File: config.mk
export PLATFORM = sky130hd
export DESIGN_NAME = alu_share_arbiter
export DESIGN_NICKNAME = d
export VERILOG_FILES = /design/src/rtl/alu_share_arbiter.sv
export SDC_FILE = /design/constraint.sdc
export NUM_CORES = 1
export LEC_CHECK = 0
export BUFFER_PORTS_ARGS = -buffer_cell sky130_fd_sc_hd__buf_2
export CAP_MARGIN = 5
export CORE_ASPECT_RATIO = 0.9
export CORE_MARGIN = 1
export CORE_UTILIZATION = 35
export DETAILED_ROUTE_END_ITERATION = 16
export GPL_ROUTABILITY_DRIVEN = 0
export PLACE_DENSITY = 0.8
export SLEW_MARGIN = 15
export SYNTH_ARGS = -nofsm -noshare
export SYNTH_HDL_FRONTEND = slang
export SYNTH_SLANG_ARGS = --single-unit
File: constraint.sdc
create_clock -name clk -period 1.38 [get_ports clk]
set_input_delay 0.069 -clock clk [delete_from_list [all_inputs] [get_ports clk]]
set_output_delay 0.069 -clock clk [all_outputs]
set_load 0.05 [all_outputs]
File: src/rtl/alu_share_arbiter.sv
// rtl/alu_share_arbiter.sv - arbitrates two requesters onto one shared ALU/shifter
//
// Purpose: picks one of two requesters (0 = execute stage, 1 = aux/debug),
// latches its operands into the ALU input registers, captures the ALU result
// and SZCV one cycle later, maintains the architectural flag register and
// returns the response to the owning requester over a valid/ready handshake.
//
// Build option: ALU_ARB_FIXED_PRIO_EN - when defined, requester 0 always wins
// contention; otherwise contention is resolved round-robin.
//
// Ports:
//   clk, rst                       clock, synchronous active-high reset
//   req_valid/req_ready [1:0]      request handshake, one bit per requester
//   req_op/req_shd [7:0]           {r1, r0} 4-bit opcode / shift distance
//   req_a/req_b [31:0]             {r1, r0} 16-bit operands
//   rsp_valid/rsp_ready [1:0]      response handshake, one-hot to owner
//   rsp_res [15:0], rsp_szcv [3:0] captured result and SZCV
//   alu_op/alu_a/alu_b/alu_shift_d registered drive to the external ALU
//   alu_res, alu_szcv              combinational return from the external ALU
//   flags [3:0]                    architectural SZCV register
//   busy                           high whenever a transaction is in flight

module alu_share_arbiter #(
  parameter int W    = 16,
  parameter int NREQ = 2
) (
  input  logic                clk,
  input  logic                rst,
  input  logic [NREQ-1:0]     req_valid,
  output logic [NREQ-1:0]     req_ready,
  input  logic [4*NREQ-1:0]   req_op,
  input  logic [NREQ*W-1:0]   req_a,
  input  logic [NREQ*W-1:0]   req_b,
  input  logic [4*NREQ-1:0]   req_shd,
  output logic [NREQ-1:0]     rsp_valid,
  input  logic [NREQ-1:0]     rsp_ready,
  output logic [W-1:0]        rsp_res,
  output logic [3:0]          rsp_szcv,
  output logic [3:0]          alu_op,
  output logic [W-1:0]        alu_a,
  output logic [W-1:0]        alu_b,
  output logic [3:0]          alu_shift_d,
  input  logic [W-1:0]        alu_res,
  input  logic [3:0]          alu_szcv,
  output logic [3:0]          flags,
  output logic                busy
);

  typedef enum logic [1:0] {
    IDLE = 2'd0,
    EXEC = 2'd1,
    RESP = 2'd2
  } state_t;

  state_t       state, state_nx;
  logic         last_grant;
  logic         owner;
  logic         grant;
  logic         accept;
  logic         op_arith;
  logic         op_logic;
  logic [3:0]   op_q;
  logic [3:0]   shd_q;
  logic [W-1:0] a_q;
  logic [W-1:0] b_q;
  logic [W-1:0] res_q;
  logic [3:0]   szcv_q;
  logic [3:0]   flags_q;

  // Grant selection; only meaningful while IDLE with at least one valid.
  always_comb begin
    grant = 1'b0;
    if (req_valid[0] && req_valid[1]) begin
`ifdef ALU_ARB_FIXED_PRIO_EN
      grant = 1'b0;
`else
      grant = ~last_grant;
`endif
    end else if (req_valid[1]) begin
      grant = 1'b1;
    end
  end

  // Opcode classes: arithmetic writes all of SZCV, logic/move/shift writes
  // only S and Z, anything else is illegal and produces a zero response.
  always_comb begin
    op_arith = 1'b0;
    op_logic = 1'b0;
    case (op_q)
      4'b0000, 4'b0001, 4'b0101: op_arith = 1'b1;
      4'b0010, 4'b0011, 4'b0100, 4'b0110,
      4'b1000, 4'b1001, 4'b1010, 4'b1011: op_logic = 1'b1;
      default: ;
    endcase
  end

  always_comb begin
    state_nx  = state;
    req_ready = '0;
    rsp_valid = '0;
    accept    = 1'b0;
    case (state)
      IDLE: begin
        if (|req_valid) begin
          accept           = 1'b1;
          req_ready[grant] = 1'b1;
          state_nx         = EXEC;
        end
      end
      EXEC: state_nx = RESP;
      RESP: begin
        rsp_valid[owner] = 1'b1;
        if (rsp_ready[owner]) state_nx = IDLE;
      end
      default: state_nx = IDLE;
    endcase
    // Nothing may be handshaken while reset is asserted.
    if (rst) begin
      req_ready = '0;
      rsp_valid = '0;
      accept    = 1'b0;
    end
  end

  always_ff @(posedge clk) begin
    if (rst) begin
      state      <= IDLE;
      last_grant <= 1'b1;
      owner      <= 1'b0;
      op_q       <= '0;
      a_q        <= '0;
      b_q        <= '0;
      shd_q      <= '0;
      res_q      <= '0;
      szcv_q     <= '0;
      flags_q    <= '0;
    end else begin
      state <= state_nx;
      if (accept) begin
        last_grant <= grant;
        owner      <= grant;
        op_q       <= grant ? req_op[7:4]       : req_op[3:0];
        shd_q      <= grant ? req_shd[7:4]      : req_shd[3:0];
        a_q        <= grant ? req_a[2*W-1:W]    : req_a[W-1:0];
        b_q        <= grant ? req_b[2*W-1:W]    : req_b[W-1:0];
      end
      if (state == EXEC) begin
        if (op_arith || op_logic) begin
          res_q  <= alu_res;
          szcv_q <= alu_szcv;
        end else begin
          res_q  <= '0;
          szcv_q <= '0;
        end
        if (op_arith) begin
          flags_q <= alu_szcv;
        end else if (op_logic) begin
          flags_q[3:2] <= alu_szcv[3:2];
        end
      end
    end
  end

  assign alu_op      = op_q;
  assign alu_a       = a_q;
  assign alu_b       = b_q;
  assign alu_shift_d = shd_q;
  assign rsp_res     = res_q;
  assign rsp_szcv    = szcv_q;
  assign flags       = flags_q;
  assign busy        = (state != IDLE);

endmodule

# --- Yosys cells after proc, flatten, opt, wreduce, memory -nomap -nowiden ---
# Cells that the tools add are included.
totals:
  elab_cells: 73
  reg_bits: 68
  out_inout_bits: 69
  inputBits: 106
classes:
  eq_ne: 14
  order_cmp: 4
  reduce_logical: 14
  bitwise: 1
  mux: 29
ops:
  columns: ["operator", "count"]
  rows:
  - ["$mux 16", 3]
  - ["$mux 2", 9]
  - ["$eq 4x4->1 const B", 4]
  - ["$eq 4x3->1 const B", 3]
  - ["$mux 4", 3]
  - ["$mux 1", 11]
  - ["$eq 4x2->1 const B", 2]
  - ["$reduce_or 8->1", 1]
  - ["$pmux 2 s3", 1]
  - ["$reduce_and 2->1", 3]
  - ["$eq 4x1->1 const B", 1]
  - ["$logic_not 4->1", 1]
  - ["$lt 1x2->1 const B", 2]
  - ["$ne 2x2->1 const B", 2]
  - ["$reduce_bool 2->1", 2]
  - ["$logic_and 1x1->1", 3]
  - ["$reduce_or 3->1", 1]
  - ["$demux 1 s1", 2]
  - ["$eq 2x1->1 const B", 1]
  - ["$eq 2x2->1 const B", 1]
  - ["$ge 1x1->1 const B", 2]
  - ["$logic_not 2->1", 1]
  - ["$reduce_or 2->1", 1]
  - ["$logic_or 1x1->1", 1]
  - ["$not 1->1", 1]

# --- Logic depth before layout (Yosys ltp) ---
# Gate-level depths: netlist (run 1).
depth:
  word_depth: 9
  ltp_mapped: 6
  ltp_nobuf: 3

# --- Least setup slack after synthesis (run 1) ---
# Ideal clock, no wire load.
synth_timing:
  path_type: "register to output"
  startpoint: "register state[1]"
  endpoint: "output rsp_valid[0]"
  required_ns: 1.311
  path_stages_with_launch: 2
  path_buffers: 0
  t_arrival_ns: 2.004
  path_slack_ns: -0.693
  path_cell_list: "dfxtp_1 > nor4b_1"
synth_via:
  elab_chain_len: 3
synth_rtl:
  columns: ["item", "line_no", "rtl"]
  rows:
  - ["start: declaration", "55", "state_t state, state_nx;"]
  - ["start signal: assignment", "138", "state <= state_nx;"]
  - ["$eq 2x2->1", "102", "case (state)"]
  - ["$mux 2", "102", null]
  - ["$mux 2", "118", "if (rst) begin"]
  - ["end: declaration", "35", "output logic [NREQ-1:0] rsp_valid,"]
# No other way between the ends.

# --- Worst setup path in the final report (run 1) ---
layout_timing:
  startpoint: "register state[1]"
  endpoint: "register op_q[2] (netlist: alu_op[2])"
layout_via:
  elab_chain_len: 3
layout_rtl:
  columns: ["item", "line_no", "rtl"]
  rows:
  - ["$logic_not 2->1", "102", null]
  - ["$mux 1", "102", null]
  - ["$mux 1", "118", null]
  - ["end signal: assignment", "142", "op_q <= grant ? req_op[7:4] : req_op[3:0];"]
  - ["end: declaration", "62", "logic [3:0] op_q;"]
# No other way between the ends.
# A chain may end at the register's enable or synchronous reset.

==> results of run 1 <==
-- sequential cells by signal, summed over array words and instances, names as in the netlist --
register / cells
flags: 4
rsp_szcv: 4
alu_a: 16
alu_op: 4
last_grant: 1
rsp_res: 16
state: 2
alu_shift_d: 4
alu_b: 16
owner: 1
-- power groups by stage --
stage	logic (W)	registers (W)	clock network, W
6_report	0.00202	0.00227	0.00158
5_1_grt	0.00211	0.00228	0.00170
4_1_cts	0.00186	0.00225	0.00160
3_5_place_dp	0.00151	0.00229	0
3_3_place_gp	0.00149	0.00229	0
2_1_floorplan	0.000465	0.00288	0
-- path summary, 6_finish.rpt --
check	cells after the start	start	end
worst max-delay path	6	state[1]	alu_op[2]
worst min-delay path	3	req_a[29]	alu_a[13]
worst max register to register	6	state[1]	alu_op[2]
worst min register to register	2	rsp_szcv[2]	rsp_szcv[2]
-- final cells by class --
cell class | instances | area, µm² | area share [%]
Multi-Input combinational cell | 154 | 1241 | 24.39
Clock buffer | 10 | 127.6 | 2.507
Inverter | 3 | 11.26 | 0.2212
Sequential cell | 68 | 1369 | 26.89
Tap cell | 93 | 116.4 | 2.286
Timing Repair Buffer | 281 | 2171 | 42.65
Clock inverter | 5 | 53.80 | 1.057
-- worst register-to-register path, cell delays in order (launching register included) --
cell	delay (ps)
dfxtp_2	330
buf_6	120
or2_4	250
o21ba_4	230
buf_12	150
clkbuf_16	150
a221o_1	280
-- routing by layer --
| layer | vias up | wire (µm) | GRT usage (%) |
|---|---|---|---|
| met5 | - | 0 | 0 |
| met3 | 36 | 739 | 7.348 |
| li1 | 1523 | - | - |
| met4 | 0 | 377 | 12.87 |
| met1 | 1546 | 4415 | 28.60 |
| met2 | 165 | 5472 | 46.38 |
-- metrics by stage --
step | power [W] | instances
after floorplan | 0.003341 | 251
after global placement | 0.003780 | 510
after detailed placement | 0.003801 | 510
after CTS | 0.005716 | 599
after global routing | 0.006096 | 614
final | 0.005868 | 614
-- cells by family after synthesis --
logic type / Yosys count / share of synthesized area, %
compound gates: 81 / 25.63
buf+inv: 29 / 6.791
flops: 68 / 50.60
mux: 3 / 1.116
simple gates: 70 / 15.86
-- layout by cell type, fill, tap and decap left out, drive strengths merged, types with 4 or more instances in the layout --
| cell type | instances |
|---|---|
| nand3 | 9 |
| a21oi | 7 |
| a22o | 18 |
| dlygate4sd3 | 57 |
| o21ai | 7 |
| a31oi | 7 |
| buf | 218 |
| nand4 | 7 |
| clkinv | 4 |
| nand2b | 7 |
| and3 | 34 |
| a221o | 33 |
| dfxtp | 68 |
| clkbuf | 16 |
-- timing repair --
action                                 in CTS  in global routing
hold buffers                               57                  0
resized for setup                          36                 14
endpoints found under the hold margin      59                  0
gates cloned                                7                  7
setup endpoints to repair                  60                 67
pin swaps                                   8                 17
buffers inserted                           11                 11
==> metrics.cfg, run 1 <==
[synthesis]
synthTopCellsByArea = dfxtp_1 51%, a221o_1 12%, and3_1 7.9%, a22o_1 5.9%, buf_6 2.9%
synth.largest_area_cell = dfxtp_1
postSynth.asyncResetShare_pct = 0
ys.flop_type = dfxtp_1
syn_nets = 357
syn-instance-count = 251
synth.most_common_cell = dfxtp_1
ys_seq_area_share_pct = 50.60
synthDistinctLibCells = 31
ys_ff_latch = 68
syn_area_um2 = 2690
synth_commonest_cells = 68 x dfxtp_1, 34 x and3_1, 33 x a221o_1
synth.avg_cell_area_um2 = 10.72
synth-warning-count = 0
synthDominantCellAreaShare_pct = 50.60
synth_edf_count = 0

[drt]
first_pass_iters = 4
vias_per_cell = 5.326
drc = 0
drt_iter0_markers = 101
ant_nets = 0
routed_wl_um = 11000
wl_per_cell_um = 17.92
num_vias = 3270

[pwr]
pwr-share-comb_pct = 34.4
p_int_w = 0.003821
power_frac_clock_pct = 26.9
p_seq_share_pct = 38.6
ir_worst_vdd_v = 0.0007343
cellPowerDensity_nw_per_um2 = 1153
p_leak_nw = 2.554
p_sw_share_pct = 34.87
switchingPower_w = 0.002046

[floorplanning]
std_cell_rows = 29
num_io_pins = 175
fp.dieW_um = 94.41
die_area_um2 = 8041
die_h_um = 85.17
start_util_pct = 37.07
core_area_um2 = 7257

[critical_path]
cp-start-kind = flop
worstPathMaxFanout = 5
cp-end-kind = flop
slowest_delay_ps = 330
r2r_slack_ps = -230
critPathBufInv = 3
critPathRequiredTime_ps = 1600
cp_top_family = compound AO/OA/AOI/OAI gates
worstPathArrival_ps = 1830
path_cells = buf_6 -> or2_4 -> o21ba_4 -> buf_12 -> clkbuf_16 -> a221o_1
crit_type = reg2reg
critPathSlowestCell = dfxtp_2

[timing]
tightest_slew_ps = 391.4
period_share_pct = 116.6
max_slew_margin_pct = 73.85
hold_viol_final = 0
finClkSkew_ps = 6.346
min_period_ps = 1609
setup_slack_ps = -228.9
slew_viol_final = 0
fin_tns_setup_ps = -6844
timing.hold.ws_ps = 13.08
rsz0062_at_grt = true
setup_viol = 55
fmax_ghz = 0.6215

[layout]
n_antenna_cell = 0
drive_gt1_share_pct = 49.71
nFillCells = 558
nets = 623
area_growth_pct = 89.21
final_area_um2 = 5090
fin_util_pct = 70.14

[cts]
tritoncts = built
clockRootBuffer = clkbuf_8
cts_buffer_depth = 2
insertion_delay_ps = 340
cts_num_sinks = 68
clk_pin_slew_ps = 70
cts_max_level = 3
cts-buffers-inserted = 9

[outcome]
run_status = finished, violations left
violations = setup timing

[global_routing]
grt-ovfl-total = 0
grt_max_degree = 40
antenna_found_initial = 0
grt_pass1_wl_um = 16070
first_global_vias = 3299
track_usage_pct = 26.25

[placed_design]
post-dp-hpwl_um = 5763
io_buffers = 174
placed_area_um2 = 3736
dp_slack_ps = -284.0

[run]
cap_violations = 0

[worst_hold_path]
hp-class = in2reg

Power figures use the tool's default switching activity.
==> run 2: changes to the inputs <==
--- a/config.mk
+++ b/config.mk
@@ -13,6 +13,7 @@
 export DETAILED_ROUTE_END_ITERATION = 16
 export GPL_ROUTABILITY_DRIVEN = 0
 export PLACE_DENSITY = 0.8
+export RECOVER_POWER = 100
 export SLEW_MARGIN = 15
 export SYNTH_ARGS = -nofsm -noshare
 export SYNTH_HDL_FRONTEND = slang
==> run 2 against run 1 <==
  * The run still ends with setup timing left
  * First-iteration DRC count rose by 22%
  * Clock power barely moved
  * Clock-buffer cell count did not move
  * Critical path depth did not move
  * Combinational power barely moved
  * Global-route usage did not move
  * Final area fell by 0.84%
  * Clock skew barely moved
  * Critical path type unchanged
  * Highest routed layer unchanged
==> metrics.cfg, run 2 (same netlist as run 1, synthesis figures left out) <==
[timing]
rsz0062_at_grt = true
finClkSkew_ps = 6.775
max_slew_margin_pct = 58.25
fmax_ghz = 0.6216
hold_viol_final = 0
setup_viol = 55
setup_slack_ps = -228.8
timing.hold.ws_ps = 10.99
min_period_ps = 1609
tightest_slew_ps = 628.9
period_share_pct = 116.6
slew_viol_final = 0

[run]
cap_violations = 0

[floorplanning]
die_h_um = 85.17
core_area_um2 = 7257
num_io_pins = 175
start_util_pct = 37.07
fp.dieW_um = 94.41
die_area_um2 = 8041
std_cell_rows = 29

[pwr]
ir_worst_vdd_v = 0.0007318
switchingPower_w = 0.002056
p_seq_share_pct = 38.8
p_leak_nw = 2.401
power_frac_clock_pct = 27.1
cellPowerDensity_nw_per_um2 = 1159
finalPower_w = 0.005850
p_sw_share_pct = 35.14
p_int_w = 0.003794
pwr-share-comb_pct = 34.1

[critical_path]
critPathBufInv = 3
path_cells = buf_6 -> or2_4 -> o21ba_4 -> buf_12 -> clkbuf_16 -> a221o_1
slowest_delay_ps = 330
cp-end-kind = flop
worstPathArrival_ps = 1830
critPathRequiredTime_ps = 1600
critPathSlowestCell = dfxtp_2
worstPathMaxFanout = 5
crit_type = reg2reg
cp_top_family = compound AO/OA/AOI/OAI gates
cp-start-kind = flop

[global_routing]
antenna_found_initial = 0
track_usage_pct = 26.25
first_global_vias = 3299
grt_pass1_wl_um = 16070
grt_max_degree = 40
grt-ovfl-total = 0

[layout]
area_growth_pct = 87.63
drive_gt1_share_pct = 43.19
multiInputGateArea_um2 = 1241
layout_commonest_cell = buf_2
nets = 623
nFillCells = 575
layout_common_cells = 106 x buf_2, 63 x dfxtp_1, 57 x dlygate4sd3_1, 34 x clkbuf_1, 33 x a221o_1
n_antenna_cell = 0
seq_area_um2 = 1368

[drt]
vias_per_cell = 5.303
routed_wl_um = 11010
num_vias = 3256
wl_per_cell_um = 17.93
drc = 0
first_pass_iters = 4
ant_nets = 0
drt_iter0_markers = 123

[placed_design]
post-dp-hpwl_um = 5763
io_buffers = 174

[cts]
cts-buffers-inserted = 9
cts_buffer_depth = 2
cts_max_level = 3
clk_pin_slew_ps = 70
clockRootBuffer = clkbuf_8
insertion_delay_ps = 340
tritoncts = built
cts_num_sinks = 68

[worst_hold_path]
hp-class = in2reg

[outcome]
run_status = finished, violations left
violations = setup timing

## run 2: changes by cell type in the layout (fill, tap and decap cells not counted)
cell / previous run / this run
buf_2: 169 / 106
clkbuf_2: 0 / 30
dfxtp_1: 62 / 63
dfxtp_2: 6 / 5
clkbuf_1: 1 / 34
## run 2: area by class of cell
type	count	area share [%]
multi-input cells	154	24.59
repair buffers	281	42.19
inverters	3	0.2231
well taps	93	2.305
clock inverters	5	1.066
flip-flops and latches	68	27.09
clock buffers	10	2.529
## run 2: path summary, 6_finish.rpt
kind | slack (ps) | start | cells past startpoint | endpoint
worst min register to register | 460 | rsp_szcv[2] | 2 | rsp_szcv[2]
worst max-delay path | -230 | state[1] | 6 | alu_op[2]
worst max register to register | -230 | state[1] | 6 | alu_op[2]
worst min-delay path | 10 | req_a[29] | 3 | alu_a[13]
## run 2: routing by layer
layer,global-route usage [%],up-vias,part of all wire (%)
li1,-,1520,-
met1,28.60,1547,41
met2,46.38,157,50
met3,7.348,32,5.8
met4,12.87,0,3.3
met5,0,-,0
## run 2: timing repair
| item | in CTS | in global routing |
|---|---|---|
| hold endpoints to repair | 59 | 0 |
| endpoints found under the setup margin | 60 | 67 |
| buffers inserted | 11 | 11 |
| resized for setup | 36 | 14 |
| gates cloned | 7 | 7 |
| pin swaps | 8 | 17 |
| hold buffers | 57 | 0 |
## run 2: power by group through the flow
stage | combinational, W | sequential [W] | clock, W
2_1_floorplan | 0.000465 | 0.00288 | 0
3_3_place_gp | 0.00149 | 0.00229 | 0
3_5_place_dp | 0.00151 | 0.00229 | 0
4_1_cts | 0.00186 | 0.00225 | 0.00160
5_1_grt | 0.00208 | 0.00229 | 0.00170
6_report | 0.00199 | 0.00227 | 0.00159
## run 2: metrics by stage
stage          worst slack, ps  setup TNS (ps)  area, µm²  utilization (%)  instances
2_1_floorplan           -185.8           -5619       2718                -        251
3_3_place_gp            -222.7           -7201       3736            51.48        510
3_5_place_dp            -284.0           -8143       3736            51.48        510
4_1_cts                 -223.9           -7086       4843            66.74        599
5_1_grt                 -264.7          -10000       5047            69.55        614
6_report                -228.8           -6925       5047            69.55        614
## run 2: tightest hold or removal path, cell delays in order
cell and delay, ps:
buf_2 90, nand3_1 60, a31oi_1 70
==> run 3: changes to the inputs <==
--- a/config.mk
+++ b/config.mk
@@ -10,6 +10,7 @@
 export CORE_ASPECT_RATIO = 0.9
 export CORE_MARGIN = 1
 export CORE_UTILIZATION = 35
+export CTS_BUF_LIST = sky130_fd_sc_hd__clkbuf_2 sky130_fd_sc_hd__clkbuf_4 sky130_fd_sc_hd__clkbuf_8
 export DETAILED_ROUTE_END_ITERATION = 16
 export GPL_ROUTABILITY_DRIVEN = 0
 export PLACE_DENSITY = 0.8
==> run 3 against run 2 <==
  * The run still ends with setup timing left
  * Worst setup slack better by 1.2 ps
  * Sequential share of layout area hardly changed
  * Wire length up 1.5%
  * Cell count unchanged
  * Worst hold slack hardly changed
==> metrics.cfg, run 3 (same netlist as run 1, synthesis figures left out) <==
[floorplanning]
num_io_pins = 175
core_area_um2 = 7257
fp.dieW_um = 94.41
start_util_pct = 37.07
die_h_um = 85.17
std_cell_rows = 29
die_area_um2 = 8041

[global_routing]
first_global_vias = 3296
grt_max_degree = 40
grt-ovfl-total = 0
grt_pass1_wl_um = 16060
antenna_found_initial = 0
track_usage_pct = 26.23

[outcome]
violations = setup timing
run_status = finished, violations left

[placed_design]
post-dp-hpwl_um = 5763
dp_slack_ps = -284.0
io_buffers = 174

[drt]
drc = 0
routed_wl_um = 11170
wl_per_cell_um = 18.19
ant_nets = 0
vias_per_cell = 5.293
drt_iter0_markers = 130
first_pass_iters = 4
num_vias = 3250

[cts]
tritoncts = built
cts_max_level = 3
cts_buffer_depth = 2
clk_pin_slew_ps = 70
cts_num_sinks = 68
clockRootBuffer = clkbuf_8
insertion_delay_ps = 340
cts-buffers-inserted = 9

[worst_hold_path]
hp-class = in2reg
min_path_cells = 3

[timing]
fmax_ghz = 0.6220
slew_viol_final = 0
rsz0062_at_grt = true
period_share_pct = 116.5
finClkSkew_ps = 5.846
setup_slack_ps = -227.6
max_slew_margin_pct = 58.00
tightest_slew_ps = 632.7
min_period_ps = 1608
setup_viol = 55
hold_viol_final = 0

[layout]
area_growth_pct = 87.77
layout_commonest_cell = buf_2
layout_common_cells = 106 x buf_2, 63 x dfxtp_1, 57 x dlygate4sd3_1, 33 x a221o_1, 33 x clkbuf_1
drive_gt1_share_pct = 43.38
nets = 623
n_antenna_cell = 0
multiInputGateArea_um2 = 1241
seq_area_um2 = 1368
nFillCells = 572

[critical_path]
worstPathArrival_ps = 1830
worstRegToRegCells = 6
cp-end-kind = flop
crit_type = reg2reg
worstPathMaxFanout = 5
cp-start-kind = flop
critPathRequiredTime_ps = 1610

[pwr]
ir_worst_vdd_v = 0.0007345
cellPowerDensity_nw_per_um2 = 1162
finalPower_w = 0.005869
p_leak_nw = 2.404

[run]
cap_violations = 0

[run 3: power by group]
| group | switching, W | internal [W] |
|---|---|---|
| combinational | 0.00117 | 0.000828 |
| clock | 0.000762 | 0.000839 |
| sequential | 0.000125 | 0.00215 |
[run 3: what timing repair did]
action,CTS,global route
pin swaps,8,17
setup buffers,11,11
hold buffers,57,0
setup endpoints to repair,60,67
endpoints found under the hold margin,59,0
resized for setup,36,14
gates cloned,7,7
[run 3: stage by stage]
stage,utilization [%],instances,instance area [µm²],TNS (ps),hold slack (ps)
floorplan,-,251,2718,-5619,201.6
global placement,51.48,510,3736,-7201,287.6
detailed placement,51.48,510,3736,-8143,291.1
CTS,66.79,599,4847,-7087,0.1559
global route,69.60,614,5051,-9953,0.6604
finish,69.60,614,5051,-6941,11.49
[run 3: layer usage]
layer / share of wire (%) / global-route usage, %
met1: 39 / 28.54
met2: 50 / 46.38
met3: 6.6 / 7.348
met4: 3.7 / 12.87
met5: 0 / 0
[run 3: path summary, 6_finish.rpt]
| kind | startpoint | endpoint | slack, ps |
|---|---|---|---|
| setup / recovery | state[1] | alu_op[2] | -230 |
| hold / removal | req_a[29] | alu_a[13] | 10 |
| setup reg to reg | state[1] | alu_op[2] | -230 |
| hold reg to reg | rsp_szcv[2] | rsp_szcv[2] | 460 |
[run 3: area by class of cell]
class | instances | area share [%]
tap | 93 | 2.304
multi-input combinational | 154 | 24.57
clock buffer | 10 | 2.601
sequential | 68 | 27.07
timing repair buffer | 281 | 42.16
clock inverter | 5 | 1.065
inverter | 3 | 0.2229
[run 3: critical path, cell delays in order, from the launching register on]
cell and delay [ps]:
dfxtp_2 330, buf_6 120, or2_4 240, o21ba_4 230
buf_12 140, clkbuf_16 150, a221o_1 280
